**src/rtl/dsp_fe_clkdiv_multi.sv**
```systemverilog
// Multi-channel integer clock divider with per-channel run/stop
// control and a global phase-alignment strobe.
module dsp_fe_clkdiv_multi #(
  parameter int NumCh    = 4,
  parameter int DivWidth = 4
) (
  input  logic                      i_clk_ref,
  input  logic                      i_rst,
  input  logic [NumCh-1:0]          i_en,
  input  logic [NumCh*DivWidth-1:0] i_div,
  input  logic                      i_sync,
  output logic [NumCh-1:0]          o_clk,
  output logic [NumCh-1:0]          o_clk_en,
  output logic [NumCh-1:0]          o_running
);

  localparam logic [1:0] S_IDLE = 2'd0;
  localparam logic [1:0] S_RUN  = 2'd1;
  localparam logic [1:0] S_STOP = 2'd2;

  localparam logic [DivWidth-1:0] DOne  = DivWidth'(1);
  localparam logic [DivWidth-1:0] DZero = '0;

  for (genvar c = 0; c < NumCh; c++) begin : g_ch
    logic [1:0]          r_state;
    logic [1:0]          w_state_nx;
    logic [DivWidth-1:0] r_cnt;
    logic [DivWidth-1:0] w_cnt_nx;
    // Latched ratio minus one, i.e. the terminal count.
    logic [DivWidth-1:0] r_dm;
    logic [DivWidth-1:0] w_dm_nx;
    logic [DivWidth-1:0] w_div_c;
    logic [DivWidth-1:0] w_div_eff;
    logic [DivWidth:0]   w_half;
    logic                w_wrap;
    logic                w_run_nx;
    logic                w_clk_nx;
    logic                w_clk_en_nx;
    logic                r_clk;
    logic                r_clk_en;
    logic                r_run;

    assign w_div_c   = i_div[c*DivWidth +: DivWidth];
    assign w_div_eff = (w_div_c == DZero) ? DOne : w_div_c;
    assign w_wrap    = (r_cnt == r_dm);

    // Next state, count and ratio; outputs derived from next values
    always_comb begin
      w_state_nx = r_state;
      w_cnt_nx   = r_cnt;
      w_dm_nx    = r_dm;
      unique case (r_state)
        S_IDLE: begin
          w_cnt_nx = DZero;
          if (i_en[c]) begin
            w_state_nx = S_RUN;
            w_dm_nx    = w_div_eff;
          end
        end
        S_RUN, S_STOP: begin
          if (w_wrap || i_sync) begin
            w_cnt_nx = DZero;
            w_dm_nx  = w_div_eff;
          end else begin
            w_cnt_nx = r_cnt + DOne;
          end
          if (i_en[c]) begin
            w_state_nx = S_RUN;
          end else if (r_state == S_STOP && w_wrap) begin
            w_state_nx = S_IDLE;
            w_cnt_nx   = DZero;
          end else begin
            w_state_nx = S_STOP;
          end
        end
        default: begin
          w_state_nx = S_IDLE;
          w_cnt_nx   = DZero;
        end
      endcase
      w_half      = ({1'b0, w_dm_nx} + {{DivWidth{1'b0}}, 1'b1}) >> 1;
      w_run_nx    = (w_state_nx != S_IDLE);
      w_clk_nx    = w_run_nx && ({1'b0, w_cnt_nx} < w_half);
      w_clk_en_nx = w_run_nx && (w_cnt_nx == w_dm_nx);
    end

    // Channel state and registered outputs
    always_ff @(posedge i_clk_ref) begin
      if (i_rst) begin
        r_state  <= S_IDLE;
        r_cnt    <= DZero;
        r_dm     <= DOne;
        r_clk    <= 1'b0;
        r_clk_en <= 1'b0;
        r_run    <= 1'b0;
      end else begin
        r_state  <= w_state_nx;
        r_cnt    <= w_cnt_nx;
        r_dm     <= w_dm_nx;
        r_clk    <= w_clk_nx;
        r_clk_en <= w_clk_en_nx;
        r_run    <= w_run_nx;
      end
    end

    assign o_clk[c]     = r_clk;
    assign o_clk_en[c]  = r_clk_en;
    assign o_running[c] = r_run;
  end

endmodule

```
**config.mk**
```make
export PLATFORM = sky130hd
export DESIGN_NAME = dsp_fe_clkdiv_multi
export DESIGN_NICKNAME = d
export VERILOG_FILES = /design/src/rtl/dsp_fe_clkdiv_multi.sv
export SDC_FILE = /design/constraint.sdc
export NUM_CORES = 1
export LEC_CHECK = 0
export ABC_AREA = 1
export CORE_ASPECT_RATIO = 1.25
export CORE_MARGIN = 5
export CORE_UTILIZATION = 31
export DETAILED_ROUTE_END_ITERATION = 10
export SLEW_MARGIN = 0
export SYNTH_ARGS = -nofsm -noshare
export SYNTH_HDL_FRONTEND = slang
export SYNTH_SLANG_ARGS = --single-unit
export TNS_END_PERCENT = 30
```
**constraint.sdc**
```tcl
create_clock -name i_clk_ref -period 2.8 [get_ports i_clk_ref]
set_input_delay 0.56 -clock i_clk_ref [delete_from_list [all_inputs] [get_ports i_clk_ref]]
set_output_delay 0.56 -clock i_clk_ref [all_outputs]
set_load 0.1 [all_outputs]
```
==> qor.csv <==
stage,metric,value,unit
clocking,# hold bufs at CTS,0,
clocking,Clock Tree Buf Depth,2,
placed_design,Area after DPL,4130,sq um
synth,Syn Inst Count,569,
clocking,setup bufs post-CTS,0,
run_status,status,"complete, no violations",
setup_path,CP Capture Point,g_ch[3].r_clk$_SDFF_PP0_,
placed_design,Post-DP HPWL,6290,um
sta,Rel. slew slack,74.2,%
setup_path,Critical Path Sink Type,register,
synth,flop and latch count out of synthesis,52,
detailed_routing,initial DRC count,68,
sta,final setup violating endpoints,0,
synth,most area-hungry cell type in the Yosys netlist,dfxtp_1,
sta,fin. max-slew vios,0,
placed_design,RePlAce Congestion,0.831,
detailed_routing,DR WL/cell,10.3,um
setup_path,CP startpoint,i_sync,
global_route,total gr overflow,0,
power_and_ir_drop,peak supply drop,0.000350,V
clocking,Num CTS Buffers,5,
global_route,pin count of the biggest net entering global routing,38,
setup_path,R2R setup slack,0.50,ns
finish,P&R area growth vs syn,15.6,%
setup_path,critical path class,in -> reg,
finish,Nets,650,
clocking,CTS HTree Levels,2,
synth,Synth area leaders,"dfxtp_1, nand2_1, ha_1, inv_1, nor2_1",
sta,Setup Total Neg Slack,0,ns
detailed_routing,DRC Markers,0,
floorplanning,Chip Width,108,um
floorplanning,initial core utilization,31.7,%
floorplanning,die height,132,um
global_route,initial antenna violation count,0,
sta,f_max,0.405,GHz
clocking,Root Buffer,clkbuf_16,
sta,RSZ-0062 raised after global routing,no,
sta,Worst Skew,0.00523,ns
detailed_routing,DR pass1 iterations,4,
placed_design,Port Buffers,34,
min_path,Tightest Hold Check Type,reg -> reg,
power_and_ir_drop,total power,2.64,mW
clocking,# resized after CTS,0,
detailed_routing,Post-Route WL,7830,um
power_and_ir_drop,P_leak,2.15,nW
finish,fin util,36.7,%
sta,Hold Fails Final Rpt,0,
global_route,vias in the first global route,3308,
detailed_routing,metal3 WL,228,um
synth,sequential fraction of the synthesis area,28.1,%
sta,Final Critical Period,2.47,ns
detailed_routing,Vias/cell,4.36,
floorplanning,core area,11700,sq um
finish,post-layout instance area,4280,sq um
setup_path,crit path launch type,input pin,
detailed_routing,metal2 WL,3950,um
synth,synthesized cell area,3700,sq um
detailed_routing,Detail Route Antenna Nets,0,
setup_path,r2r worst-path depth,12,
detailed_routing,met1 WL,3460,um
global_route,GRT Total Usage,11.5,%
floorplanning,Die ar.,14300,sq um
min_path,worst hold stages,2,
global_route,global-route wire length before repair,13800,um
sta,Final period util,88.3,%
sta,Worst-Margin Slew,0.386,ns
setup_path,Critical Path AT,2.70,ns
clocking,Worst-Skew Late Latency,0.29,ns
clocking,"Reg clk slew, reported paths",0.07,ns
finish,ant diodes,0,
synth,Syn Nets,624,
flow_run,Max-Cap Viols,0,
power_and_ir_drop,Pwr per Cell Area,617,nW/um^2
clocking,clock sinks,52,
synth,post-synth cell types,27,
detailed_routing,Vias,3297,
floorplanning,Site Rows,44,
setup_path,Reg-to-Reg Start,g_ch[0].r_state[1]$_SDFF_PP0_,
setup_path,r2r endpoint,g_ch[0].r_clk$_SDFF_PP0_,
detailed_routing,top sig layer,met4,
setup_path,"Max FO, Critical Path",8,
synth,Yosys warnings,0,
synth,Synth top area share,28.1,%
synth,post-synthesis area per instance,6.51,sq um
floorplanning,Top-Level Pins,35,
finish,layout cells sized above 1,14.1,%
setup_path,Worst Path Required,3.03,ns
clocking,CTS tree,done,
## area by class of cell
class | count | area [sq um]
inverter | 97 | 364
fill | 1282 | 7390
clock inverter | 1 | 7.51
tap | 161 | 201
clock buffer | 7 | 143
multi-input combinational | 404 | 2190
sequential | 52 | 1040
timing repair buffer | 35 | 330
## how the worst min path moves through the flow
stage / start / endpoint / slack [ns]
detailed placement: g_ch[3].r_dm[2]$_SDFF_PP0_ / g_ch[3].r_dm[2]$_SDFF_PP0_ / 0.52
finish: g_ch[3].r_dm[2]$_SDFF_PP0_ / g_ch[3].r_dm[2]$_SDFF_PP0_ / 0.54
CTS: g_ch[3].r_dm[2]$_SDFF_PP0_ / g_ch[3].r_dm[2]$_SDFF_PP0_ / 0.53
global placement: g_ch[2].r_state[0]$_SDFF_PP0_ / g_ch[2].r_state[0]$_SDFF_PP0_ / 0.52
global route: g_ch[0].r_dm[3]$_SDFF_PP0_ / g_ch[0].r_dm[3]$_SDFF_PP0_ / 0.56
floorplan: g_ch[3].r_dm[2]$_SDFF_PP0_ / g_ch[3].r_dm[2]$_SDFF_PP0_ / 0.50
## cells in the final DEF, fill, tap and decap left out, drive strengths merged
cell           netlist  layout
a31oi                1       1
a21oi               27      27
clkinvlp             0       1
dfxtp               52      52
nand2              195     195
clkbuf               4       7
a21boi               2       2
xnor2                6       6
nor4                 1       1
ha                  32      32
inv                 97      97
nand3               48      48
nor3                 6       6
clkdlybuf4s50        0      22
xor2                 8       8
o21ai                8       8
nor2                67      67
o211ai               1       1
buf                 12      13
or2                  1       1
nand4                1       1
## Yosys cell counts, drive strengths merged
cell type and count:
nor3 6, nor2 67, a31oi 1, nor4 1, a21oi 27, nand3 48
or2 1, ha 32, xor2 8, o211ai 1, inv 97, o21ai 8
dfxtp 52, a21boi 2, nand4 1, buf 12, nand2 195, xnor2 6
clkbuf 4
## metal layers
metal | vias to the layer above | GRT usage, %
met5 | - | 0
met4 | 0 | 4.77
met3 | 15 | 2.20
met2 | 45 | 20.5
met1 | 1453 | 13.3
li1 | 1784 | -
## logic make-up (layout without fill, tap and decap cells)
family / after synthesis / in the layout / synth area share, %
buf+inv: 113 / 140 / 12.7
simple gates: 319 / 319 / 39.4
xor+xnor: 14 / 14 / 3.51
fa+ha+maj: 32 / 32 / 10.8
flops: 52 / 52 / 28.1
compound gates: 39 / 39 / 5.51
## stage by stage
step	setup WS [ns]	hold WS, ns	instances
floorplan	0.691	0.499	569
global placement	0.0637	0.517	749
detailed placement	0.0156	0.521	749
CTS	0.324	0.532	757
global route	0.148	0.561	757
finish	0.328	0.536	757
## sequential cells by signal, indices dropped and copies added (netlist names)
signal,count
g_ch.r_clk,4
g_ch.r_cnt,16
g_ch.r_run,4
g_ch.r_state,8
g_ch.r_dm,16
g_ch.r_clk_en,4
## power by group
group	switching [mW]	internal, mW	leakage, nW
sequential	0.0564	0.826	0.426
clock	0.272	0.357	0.0701
combinational	0.780	0.352	1.65
## critical path: stages
cell and delay (ns):
clkdlybuf4s50_1 0.39, inv_1 0.30, nand3_2 0.24, nand2_4 0.15, nand2_1 0.10, nand2_2 0.11
ha_1 0.18, nand3_1 0.09, ha_1 0.29, a21oi_1 0.13, nand2_1 0.06, nor2_1 0.10
Power figures use the tool's default switching activity.
